<file path="src/rtl/alsu_cmd_issuer_if.sv">
// Command/response handshake bundle between a control master and alsu_cmd_issuer.
interface alsu_cmd_issuer_if #(parameter int TAG_W = 4);
    logic              cmd_valid;
    logic              cmd_ready;
    logic [16+TAG_W:0] cmd_data;
    logic              rsp_valid;
    logic              rsp_ready;
    logic [5:0]        rsp_out;
    logic              rsp_err;
    logic [TAG_W-1:0]  rsp_tag;

    modport master (output cmd_valid, cmd_data, rsp_ready,
                    input  cmd_ready, rsp_valid, rsp_out, rsp_err, rsp_tag);
    modport slave  (input  cmd_valid, cmd_data, rsp_ready,
                    output cmd_ready, rsp_valid, rsp_out, rsp_err, rsp_tag);
endinterface

</file>
<file path="src/rtl/alsu_cmd_issuer.sv">
// Queues packed ALSU commands, drives the ALSU pins, and returns each captured
// result as a tagged response; issue is credit-limited by free response space.
module alsu_cmd_issuer #(
    parameter int CMD_DEPTH = 4,
    parameter int RSP_DEPTH = 8,
    parameter int TAG_W     = 4,
    parameter int ALSU_LAT  = 2
) (
    input  logic             clk,
    input  logic             rst,
    alsu_cmd_issuer_if.slave bus,
    output logic [2:0]       alsu_A,
    output logic [2:0]       alsu_B,
    output logic [2:0]       alsu_opcode,
    output logic             alsu_cin,
    output logic             alsu_serial_in,
    output logic             alsu_red_op_A,
    output logic             alsu_red_op_B,
    output logic             alsu_bypass_A,
    output logic             alsu_bypass_B,
    output logic             alsu_direction,
    input  logic [5:0]       alsu_out
);
    localparam int CW     = $clog2(CMD_DEPTH);
    localparam int RW     = $clog2(RSP_DEPTH);
    localparam int STAGES = ALSU_LAT;

    typedef struct packed {
        logic       dir, byp_b, byp_a, red_b, red_a, serial_in, cin;
        logic [2:0] b, a, opcode;
    } op_t;

    typedef struct packed {
        logic [TAG_W-1:0] tag;
        op_t              op;
    } cmd_t;

    typedef struct packed {
        logic             err;
        logic [TAG_W-1:0] tag;
    } meta_t;

    typedef struct packed {
        logic [5:0]       out;
        logic             err;
        logic [TAG_W-1:0] tag;
    } rsp_t;

    function automatic logic cmd_invalid(op_t c);
        return (c.opcode > 3'd5) || ((c.red_a | c.red_b) && (c.opcode > 3'd1));
    endfunction

    // Command FIFO; the top cmd_data bit is a spare and is ignored.
    cmd_t          cmd_mem [CMD_DEPTH];
    logic [CW-1:0] cmd_wp, cmd_rp;
    logic [CW:0]   cmd_cnt;
    cmd_t          cmd_in, cmd_head;
    logic          cmd_push, issue;
    logic          unused_rsvd;

    assign cmd_in        = cmd_t'(bus.cmd_data[15+TAG_W:0]);
    assign unused_rsvd   = bus.cmd_data[16+TAG_W];
    assign cmd_head      = cmd_mem[cmd_rp];
    assign bus.cmd_ready = (cmd_cnt != (CW+1)'(CMD_DEPTH));
    assign cmd_push      = bus.cmd_valid & bus.cmd_ready;

    always_ff @(posedge clk or posedge rst) begin
        if (rst) begin
            cmd_wp  <= '0;
            cmd_rp  <= '0;
            cmd_cnt <= '0;
        end else begin
            if (cmd_push) cmd_wp <= cmd_wp + CW'(1);
            if (issue)    cmd_rp <= cmd_rp + CW'(1);
            cmd_cnt <= cmd_cnt + (CW+1)'(cmd_push) - (CW+1)'(issue);
        end
    end

    always_ff @(posedge clk)
        if (cmd_push) cmd_mem[cmd_wp] <= cmd_in;

    // Credit: every valid pipeline stage already owns a response slot.
    logic [STAGES:0] vld_pipe;
    meta_t           meta_pipe [STAGES+1];
    logic [RW+1:0]   inflight;
    logic [RW:0]     rsp_cnt;

    always_comb begin
        inflight = '0;
        for (int i = 0; i <= STAGES; i++)
            inflight = inflight + (RW+2)'(vld_pipe[i]);
    end

    assign issue = (cmd_cnt != '0) &&
                   ((inflight + (RW+2)'(rsp_cnt)) < (RW+2)'(RSP_DEPTH));

    // Idle cycles load all-zero pins, i.e. OR of zero operands.
    op_t pin_q;

    always_ff @(posedge clk or posedge rst) begin
        if (rst) begin
            pin_q    <= '0;
            vld_pipe <= '0;
        end else begin
            pin_q    <= issue ? cmd_head.op : '0;
            vld_pipe <= {vld_pipe[STAGES-1:0], issue};
        end
    end

    always_ff @(posedge clk) begin
        meta_pipe[0] <= '{err: cmd_invalid(cmd_head.op), tag: cmd_head.tag};
        for (int i = 1; i <= STAGES; i++)
            meta_pipe[i] <= meta_pipe[i-1];
    end

    assign alsu_A         = pin_q.a;
    assign alsu_B         = pin_q.b;
    assign alsu_opcode    = pin_q.opcode;
    assign alsu_cin       = pin_q.cin;
    assign alsu_serial_in = pin_q.serial_in;
    assign alsu_red_op_A  = pin_q.red_a;
    assign alsu_red_op_B  = pin_q.red_b;
    assign alsu_bypass_A  = pin_q.byp_a;
    assign alsu_bypass_B  = pin_q.byp_b;
    assign alsu_direction = pin_q.dir;

    // Response FIFO
    rsp_t          rsp_mem [RSP_DEPTH];
    logic [RW-1:0] rsp_wp, rsp_rp;
    logic          cap, rsp_pop;
    rsp_t          rsp_head;

    assign cap           = vld_pipe[STAGES];
    assign bus.rsp_valid = (rsp_cnt != '0);
    assign rsp_pop       = bus.rsp_valid & bus.rsp_ready;
    assign rsp_head      = bus.rsp_valid ? rsp_mem[rsp_rp] : '0;
    assign bus.rsp_out   = rsp_head.out;
    assign bus.rsp_err   = rsp_head.err;
    assign bus.rsp_tag   = rsp_head.tag;

    always_ff @(posedge clk or posedge rst) begin
        if (rst) begin
            rsp_wp  <= '0;
            rsp_rp  <= '0;
            rsp_cnt <= '0;
        end else begin
            if (cap)     rsp_wp <= rsp_wp + RW'(1);
            if (rsp_pop) rsp_rp <= rsp_rp + RW'(1);
            rsp_cnt <= rsp_cnt + (RW+1)'(cap) - (RW+1)'(rsp_pop);
        end
    end

    always_ff @(posedge clk)
        if (cap)
            rsp_mem[rsp_wp] <= '{out: alsu_out, err: meta_pipe[STAGES].err,
                                 tag: meta_pipe[STAGES].tag};
endmodule

</file>
<file path="src/flat_wrapper.sv">
// flat-port wrapper written by rule: the top's interface ports become plain ports
module alsu_cmd_issuer_flat 
#(
    parameter int CMD_DEPTH = 4,
    parameter int RSP_DEPTH = 8,
    parameter int TAG_W     = 4,
    parameter int ALSU_LAT  = 2
)
  (clk, rst, alsu_A, alsu_B, alsu_opcode, alsu_cin, alsu_serial_in, alsu_red_op_A, alsu_red_op_B, alsu_bypass_A, alsu_bypass_B, alsu_direction, alsu_out, bus_cmd_valid, bus_cmd_data, bus_rsp_ready, bus_cmd_ready, bus_rsp_valid, bus_rsp_out, bus_rsp_err, bus_rsp_tag);
  alsu_cmd_issuer_if #(.TAG_W(TAG_W)) bus_i ();
  input  logic clk;
  input  logic rst;
  output logic [2:0] alsu_A;
  output logic [2:0] alsu_B;
  output logic [2:0] alsu_opcode;
  output logic alsu_cin;
  output logic alsu_serial_in;
  output logic alsu_red_op_A;
  output logic alsu_red_op_B;
  output logic alsu_bypass_A;
  output logic alsu_bypass_B;
  output logic alsu_direction;
  input  logic [5:0] alsu_out;
  input wire logic [$bits(bus_i.cmd_valid)-1:0] bus_cmd_valid;
  input wire logic [$bits(bus_i.cmd_data)-1:0] bus_cmd_data;
  input wire logic [$bits(bus_i.rsp_ready)-1:0] bus_rsp_ready;
  output wire logic [$bits(bus_i.cmd_ready)-1:0] bus_cmd_ready;
  output wire logic [$bits(bus_i.rsp_valid)-1:0] bus_rsp_valid;
  output wire logic [$bits(bus_i.rsp_out)-1:0] bus_rsp_out;
  output wire logic [$bits(bus_i.rsp_err)-1:0] bus_rsp_err;
  output wire logic [$bits(bus_i.rsp_tag)-1:0] bus_rsp_tag;
  assign bus_i.cmd_valid = bus_cmd_valid;
  assign bus_i.cmd_data = bus_cmd_data;
  assign bus_i.rsp_ready = bus_rsp_ready;
  assign bus_cmd_ready = bus_i.cmd_ready;
  assign bus_rsp_valid = bus_i.rsp_valid;
  assign bus_rsp_out = bus_i.rsp_out;
  assign bus_rsp_err = bus_i.rsp_err;
  assign bus_rsp_tag = bus_i.rsp_tag;
  alsu_cmd_issuer #(.CMD_DEPTH(CMD_DEPTH), .RSP_DEPTH(RSP_DEPTH), .TAG_W(TAG_W), .ALSU_LAT(ALSU_LAT)) u_core (.clk(clk), .rst(rst), .bus(bus_i), .alsu_A(alsu_A), .alsu_B(alsu_B), .alsu_opcode(alsu_opcode), .alsu_cin(alsu_cin), .alsu_serial_in(alsu_serial_in), .alsu_red_op_A(alsu_red_op_A), .alsu_red_op_B(alsu_red_op_B), .alsu_bypass_A(alsu_bypass_A), .alsu_bypass_B(alsu_bypass_B), .alsu_direction(alsu_direction), .alsu_out(alsu_out));
endmodule
</file>
<file path="config.mk">
export PLATFORM = sky130hd
export DESIGN_NAME = alsu_cmd_issuer_flat
export DESIGN_NICKNAME = d
export VERILOG_FILES = /design/src/rtl/alsu_cmd_issuer_if.sv /design/src/rtl/alsu_cmd_issuer.sv /design/src/flat_wrapper.sv
export SDC_FILE = /design/constraint.sdc
export NUM_CORES = 1
export LEC_CHECK = 0
export CAP_MARGIN = 40
export CORE_UTILIZATION = 35
export CTS_CLUSTER_DIAMETER = 60
export DETAILED_ROUTE_END_ITERATION = 10
export MAX_ROUTING_LAYER = met4
export PLACE_DENSITY = 0.54
export SLEW_MARGIN = 40
export SYNTH_ARGS = -nofsm -noshare
export SYNTH_HDL_FRONTEND = slang
export SYNTH_SLANG_ARGS = --single-unit
export TNS_END_PERCENT = 10
</file>
<file path="constraint.sdc">
create_clock -name clk -period 4.4 [get_ports clk]
set_input_delay 0.88 -clock clk [delete_from_list [all_inputs] [get_ports clk]]
set_output_delay 0.88 -clock clk [all_outputs]
set_load 0.02 [all_outputs]
</file>
==> Word-level counts from Yosys, hierarchy flattened <==
Memories as Yosys holds them, arrays and structs flattened.
Index checks and enable logic that the tools add are counted.
{ "word_totals": {"mem_bits_rw": 183, "out_inout_bits": 29, "n_memories": 3, "ff_bits": 36} }
{ "memory_table": {"columns": ["name", "depth", "width", "read_ports", "rd_ports_with_merged_regs", "wr", "line", "rtl"], "rows": [
  ["u_core.rsp_mem", 8, 11, 1, 0, 1, "alsu_cmd_issuer.sv:128", "rsp_t rsp_mem [RSP_DEPTH];"],
  ["u_core.cmd_mem", 4, 20, 1, 0, 1, "alsu_cmd_issuer.sv:54", "cmd_t cmd_mem [CMD_DEPTH];"],
  ["u_core.meta_pipe", 3, 5, 3, 0, 3, "alsu_cmd_issuer.sv:84", "meta_t meta_pipe [STAGES+1];"]
]} }
{ "op_classes": {"bitwise": 3, "eq_ne": 1, "n_lt_le_gt_ge": 3, "n_reduce_logical": 5, "n_mux": 6, "add_sub_neg": 11} }
{ "op_table": {"columns": ["cell", "n"], "rows": [
  ["$mux 16", 1],
  ["$mux 11", 1],
  ["$add 3x1->3 const B", 2],
  ["$add 5x1->5", 1],
  ["$add 5x4->5", 1],
  ["$lt 5x4->1 const B", 1],
  ["$add 2x1->2 const B", 2],
  ["$add 4x1->4", 1],
  ["$mux 1", 4],
  ["$reduce_bool 4->1", 1],
  ["$sub 4x1->4", 1],
  ["$add 3x1->3", 1],
  ["$gt 3x1->1 const B", 1],
  ["$gt 3x3->1 const B", 1],
  ["$ne 3x3->1 const B", 1],
  ["$reduce_bool 3->1", 1],
  ["$sub 3x1->3", 1],
  ["$add 1x1->2", 1],
  ["$and 1x1->1", 2],
  ["$logic_and 1x1->1", 2],
  ["$logic_or 1x1->1", 1],
  ["$or 1x1->1", 1]
]} }

==> Longest topological paths before layout <==
{ "logic_depth": {"depth_word": 6, "mapped_depth": 15, "mapped_depth_nobuf": 13} }

==> Worst setup path before layout <==
OpenSTA, ideal clock, no wires.
{ "synth_path": {"path_type": "reg2reg", "from": "register u_core.vld_pipe[0]", "to": "register u_core.cmd_cnt[2]", "setup_slack_ps": 1059, "t_arrival_ps": 3216, "required_time_ps": 4275, "path_stages_with_launch": 16, "setup_ps": 125, "cell_sequence": "dfrtp_1 -> ha_1 -> ha_1 -> a211oi_4 -> nor3_1 -> or4_4 -> buf_6 -> buf_12 -> inv_1 -> ha_1 -> inv_1 -> ha_1 -> inv_1 -> fa_1 -> xnor2_1 -> xnor2_1"} }
{ "synth_via": {"elab_chain_cells": 6} }
{ "synth_rtl": {"columns": ["item", "line", "rtl"], "rows": [
  ["from (decl)", "alsu_cmd_issuer.sv:83", "logic [STAGES:0] vld_pipe;"],
  ["from (signal assigned)", "alsu_cmd_issuer.sv:106", "vld_pipe <= {vld_pipe[STAGES-1:0], issue};"],
  ["$add 1x1->2", "alsu_cmd_issuer.sv:91", "inflight = inflight + (RW+2)'(vld_pipe[i]);"],
  ["$add 5x1->5", "alsu_cmd_issuer.sv:91", null],
  ["$add 5x4->5", "alsu_cmd_issuer.sv:95", "((inflight + (RW+2)'(rsp_cnt)) < (RW+2)'(RSP_DEPTH));"],
  ["$lt 5x4->1", "alsu_cmd_issuer.sv:95", null],
  ["$logic_and 1x1->1", "alsu_cmd_issuer.sv:94", "assign issue = (cmd_cnt != '0) &&"],
  ["named net u_core.issue", "alsu_cmd_issuer.sv:58", "logic cmd_push, issue;"],
  ["$sub 3x1->3", "alsu_cmd_issuer.sv:75", "cmd_cnt <= cmd_cnt + (CW+1)'(cmd_push) - (CW+1)'(issue);"],
  ["to (signal assigned)", "alsu_cmd_issuer.sv:75", null],
  ["to (decl)", "alsu_cmd_issuer.sv:56", "logic [CW:0] cmd_cnt;"]
]} }
The timed path passes the listed nets, and every way through them passes these cells.
A chain may end at the register's enable or synchronous reset.

==> Worst setup path after layout <==
{ "layout_path": {"from": "register u_core.rsp_rp[0]", "to": "output bus_rsp_tag[3]"} }
{ "layout_via": {"elab_chain_cells": 2} }
{ "layout_rtl": {"columns": ["item", "line", "rtl"], "rows": [
  ["from (decl)", "alsu_cmd_issuer.sv:129", "logic [RW-1:0] rsp_wp, rsp_rp;"],
  ["from (signal assigned)", "alsu_cmd_issuer.sv:148", "if (rsp_pop) rsp_rp <= rsp_rp + RW'(1);"],
  ["$mem_v2 8x11", null, null],
  ["$mux 11", "alsu_cmd_issuer.sv:136", "assign rsp_head = bus.rsp_valid ? rsp_mem[rsp_rp] : '0;"],
  ["to (decl)", "flat_wrapper.sv:31", "output wire logic [$bits(bus_i.rsp_tag)-1:0] bus_rsp_tag;"]
]} }
No other way between the ends.

==> impl_metrics.ini <==
[clocking]
clk_pin_slew_ns = 0.06
clock-sinks = 219
cts_root_buf = clkbuf_16
cts_tree = yes
cts_setup_buffers = 0
ctsHoldBuffers = 0
insertion_delay_ns = 0.50
cts.path.max_buffers = 3
cts.repair.resized = 0
cts_made_buffers = 24
htreeDepth = 1

[place]
gp_congestion = 0.680
hpwl_um = 8460
numPortBuffers = 58
placed_area_sq_um = 9270

[routing]
drtIter0Drc = 127
ant_nets = 0
vias = 3749
drtPass1Iterations = 4
drcViolationCount = 0
wl_per_cell_um = 17.6
wl_um = 14400
vias_per_cell = 4.58

[power_and_ir_drop]
swShare = 0.300
p_seq_frac = 0.422
power_switching_uw = 2250
combPwrFrac = 0.313
ir_drop_mv = 0.386
pwr-share-clk = 0.265
p_per_area_nw_per_um2 = 747
leakage_uw = 0.00359
p_int_uw = 5260

[synth]
yosysSeqAreaShare = 0.757
syn-cell-area_sq_um = 8250
syn_nets = 452
yosys.cell_types.count = 35
synth_commonest_cells = edfxtp_1 (168), mux4_2 (42), dfrtp_1 (36)
synthArstFlopShare = 0.164
synth_edf_count = 168
yosysTopAreaCell = edfxtp_1
synthTopCellsByArea = edfxtp_1 (61%), mux4_2 (11%), dfrtp_1 (11%)
synth_warnings = 0
ys.flop_type = edfxtp_1
netlist_instances = 402
synth_most_common_cell = edfxtp_1
syn_avg_cell_area_sq_um = 20.5
synth_top_area_share = 0.612
ys_ff_latch = 219

[floorplan]
io_pins = 60
die_w_um = 156
row_count = 55
die_area_sq_um = 24200
initial_core_util = 0.361
coreArea_sq_um = 22800
die_y_um = 156

[timing]
final.period_utilization = 0.794
layout_min_cycle_time_ns = 3.50
finalSetupTns_ns = 0
rsz0062_at_grt = false
hold_viol = 0
worst_pin_slew_ns = 0.822
skew_ns = 0.00685
maxClockFrequency_mhz = 286
slew_headroom = 0.452
finalSetupViolations = 0
maxSlewViolCount = 0

[setup_path]
worstSetupPathType = flip-flop to output port
cp_max_fo = 24
reg2reg_from = u_core.vld_pipe[0]
r2r_cells = 13
required_ns = 3.52
cp-end-kind = output port
worst-path-buf-inv = 2
crit_start = u_core.rsp_rp[0]
crit_path_top_delay_cell = mux4_2
crit_chain = buf_4 > mux4_2 > mux2i_1 > nor2_1 > clkdlybuf4s50_1
cpPeakStageDelay_ns = 0.57
path_depth = 5
critical_path_arrival_ns = 2.62
critPathTopFamily = buffers and inverters
startpoint_type = flip-flop

[grt]
grt.total_usage = 0.132
antenna_found_initial = 0
grt_pass1_wl_um = 23300
grt_max_degree = 37
gr-total-overflow = 0
grt_pass1_vias = 4236

[status]
status = completed

[cells_and_area]
fillCellCount = 2029
area_growth_pct = 22.0
antennaDiodeCount = 0
post-route-cell-area_sq_um = 10100
nets = 538
drive_gt1_frac = 0.221

[worst_hold_path]
min_path_cells = 0
hp-start = u_core.meta_pipe[0][3]
hp-class = flip-flop to flip-flop

[job]
cap_violations = 0
-- power by group through the flow --
| stage | logic, uW | registers (uW) | clock network [uW] |
|---|---|---|---|
| 2_1_floorplan | 1730 | 3110 | 0 |
| 3_3_place_gp | 2380 | 3200 | 0 |
| 3_5_place_dp | 2410 | 3230 | 0 |
| 4_1_cts | 2430 | 3190 | 2050 |
| 5_1_grt | 2590 | 3250 | 2140 |
| 6_report | 2350 | 3170 | 1990 |
-- flip-flops by register name, summed over array words and instances (netlist names) --
signal and flops:
u_core.rsp_rp 3, u_core.alsu_cin 1, u_core.cmd_mem 80, u_core.alsu_bypass_A 1, u_core.alsu_serial_in 1, u_core.alsu_B 3, u_core.cmd_wp 2, u_core.meta_pipe 15
u_core.alsu_opcode 3, u_core.rsp_cnt 4, u_core.vld_pipe 3, u_core.cmd_cnt 3, u_core.cmd_rp 2, u_core.alsu_bypass_B 1, u_core.rsp_wp 3, u_core.alsu_red_op_B 1
u_core.alsu_direction 1, u_core.alsu_A 3, u_core.rsp_mem 88, u_core.alsu_red_op_A 1
-- layout make-up --
class,instances,area (sq um),area share
clock inverter,13,148,0.0147
timing repair buffer,74,701,0.0696
tap,313,392,0.0389
clock buffer,31,648,0.0644
multi-input combinational,152,1860,0.185
sequential,219,6250,0.621
inverter,17,66.3,0.00659
-- per-layer routing --
metal,wire [um],global-route usage,vias up
li1,-,-,1721
met2,7280,0.218,83
met3,612,0.0253,25
met5,0,-,-
met4,283,0.0397,0
met1,6270,0.165,1920
-- layout by cell type, fill, tap and decap left out, types with 2 or more instances in the layout --
cell / Yosys / layout
and2b_1: 8 / 8
and3_1: 4 / 4
buf_4: 0 / 16
bufinv_16: 0 / 3
clkbuf_1: 6 / 6
clkbuf_16: 0 / 25
clkdlybuf4s50_1: 0 / 58
clkinv_1: 0 / 2
clkinv_2: 0 / 5
dfrtp_1: 36 / 35
dfxtp_1: 15 / 15
edfxtp_1: 168 / 168
fa_1: 2 / 2
ha_1: 17 / 17
inv_1: 17 / 16
inv_6: 0 / 2
mux2_2: 3 / 3
mux2i_1: 11 / 11
mux4_2: 42 / 42
nand2_1: 7 / 7
nand2b_1: 4 / 4
nor2_1: 19 / 19
nor2b_2: 8 / 8
nor3_1: 4 / 2
nor3_2: 0 / 2
o21ai_0: 2 / 2
xnor2_1: 6 / 6
xor2_1: 4 / 4
-- path summary, 6_finish.rpt --
kind / slack [ns] / endpoint
max: 0.90 / bus_rsp_tag[3]
min: 0.32 / u_core.meta_pipe[0][8]
max reg2reg: 0.95 / u_core.cmd_cnt[2]
min reg2reg: 0.32 / u_core.meta_pipe[0][8]
max in group asynchronous: 3.25 / u_core.cmd_rp[1]
min in group asynchronous: 0.78 / u_core.rsp_cnt[1]
-- logic make-up after synthesis --
group / share of synthesized area
buffers and inverters: 0.0185
and+or+nand+nor: 0.0407
AOI/OAI and AO/OA: 0.00683
muxes: 0.132
xor gates and xnor gates: 0.0140
adders and majority gates: 0.0306
DFF: 0.757
-- worst reg2reg max path: stages (launching register included) --
cell	delay, ns
dfrtp_1	0.38
ha_1	0.30
ha_1	0.31
a211oi_4	0.28
nor3_1	0.10
or4_4	0.72
inv_1	0.14
ha_1	0.23
inv_1	0.05
ha_1	0.13
inv_1	0.05
fa_1	0.37
xnor2_1	0.15
xnor2_1	0.12
-- through the flow --
stage | worst slack (ns) | util | power, uW | hold WS (ns) | std cells
2_1_floorplan | 1.06 | - | 4840 | 0.310 | 402
3_5_place_dp | 0.934 | 0.406 | 5640 | 0.312 | 775
3_3_place_gp | 0.974 | 0.405 | 5580 | 0.312 | 775
6_report | 0.904 | 0.440 | 7510 | 0.325 | 819
5_1_grt | 0.703 | 0.440 | 7970 | 0.324 | 819
4_1_cts | 0.807 | 0.440 | 7670 | 0.325 | 819
(Power assumes the default switching activity.)
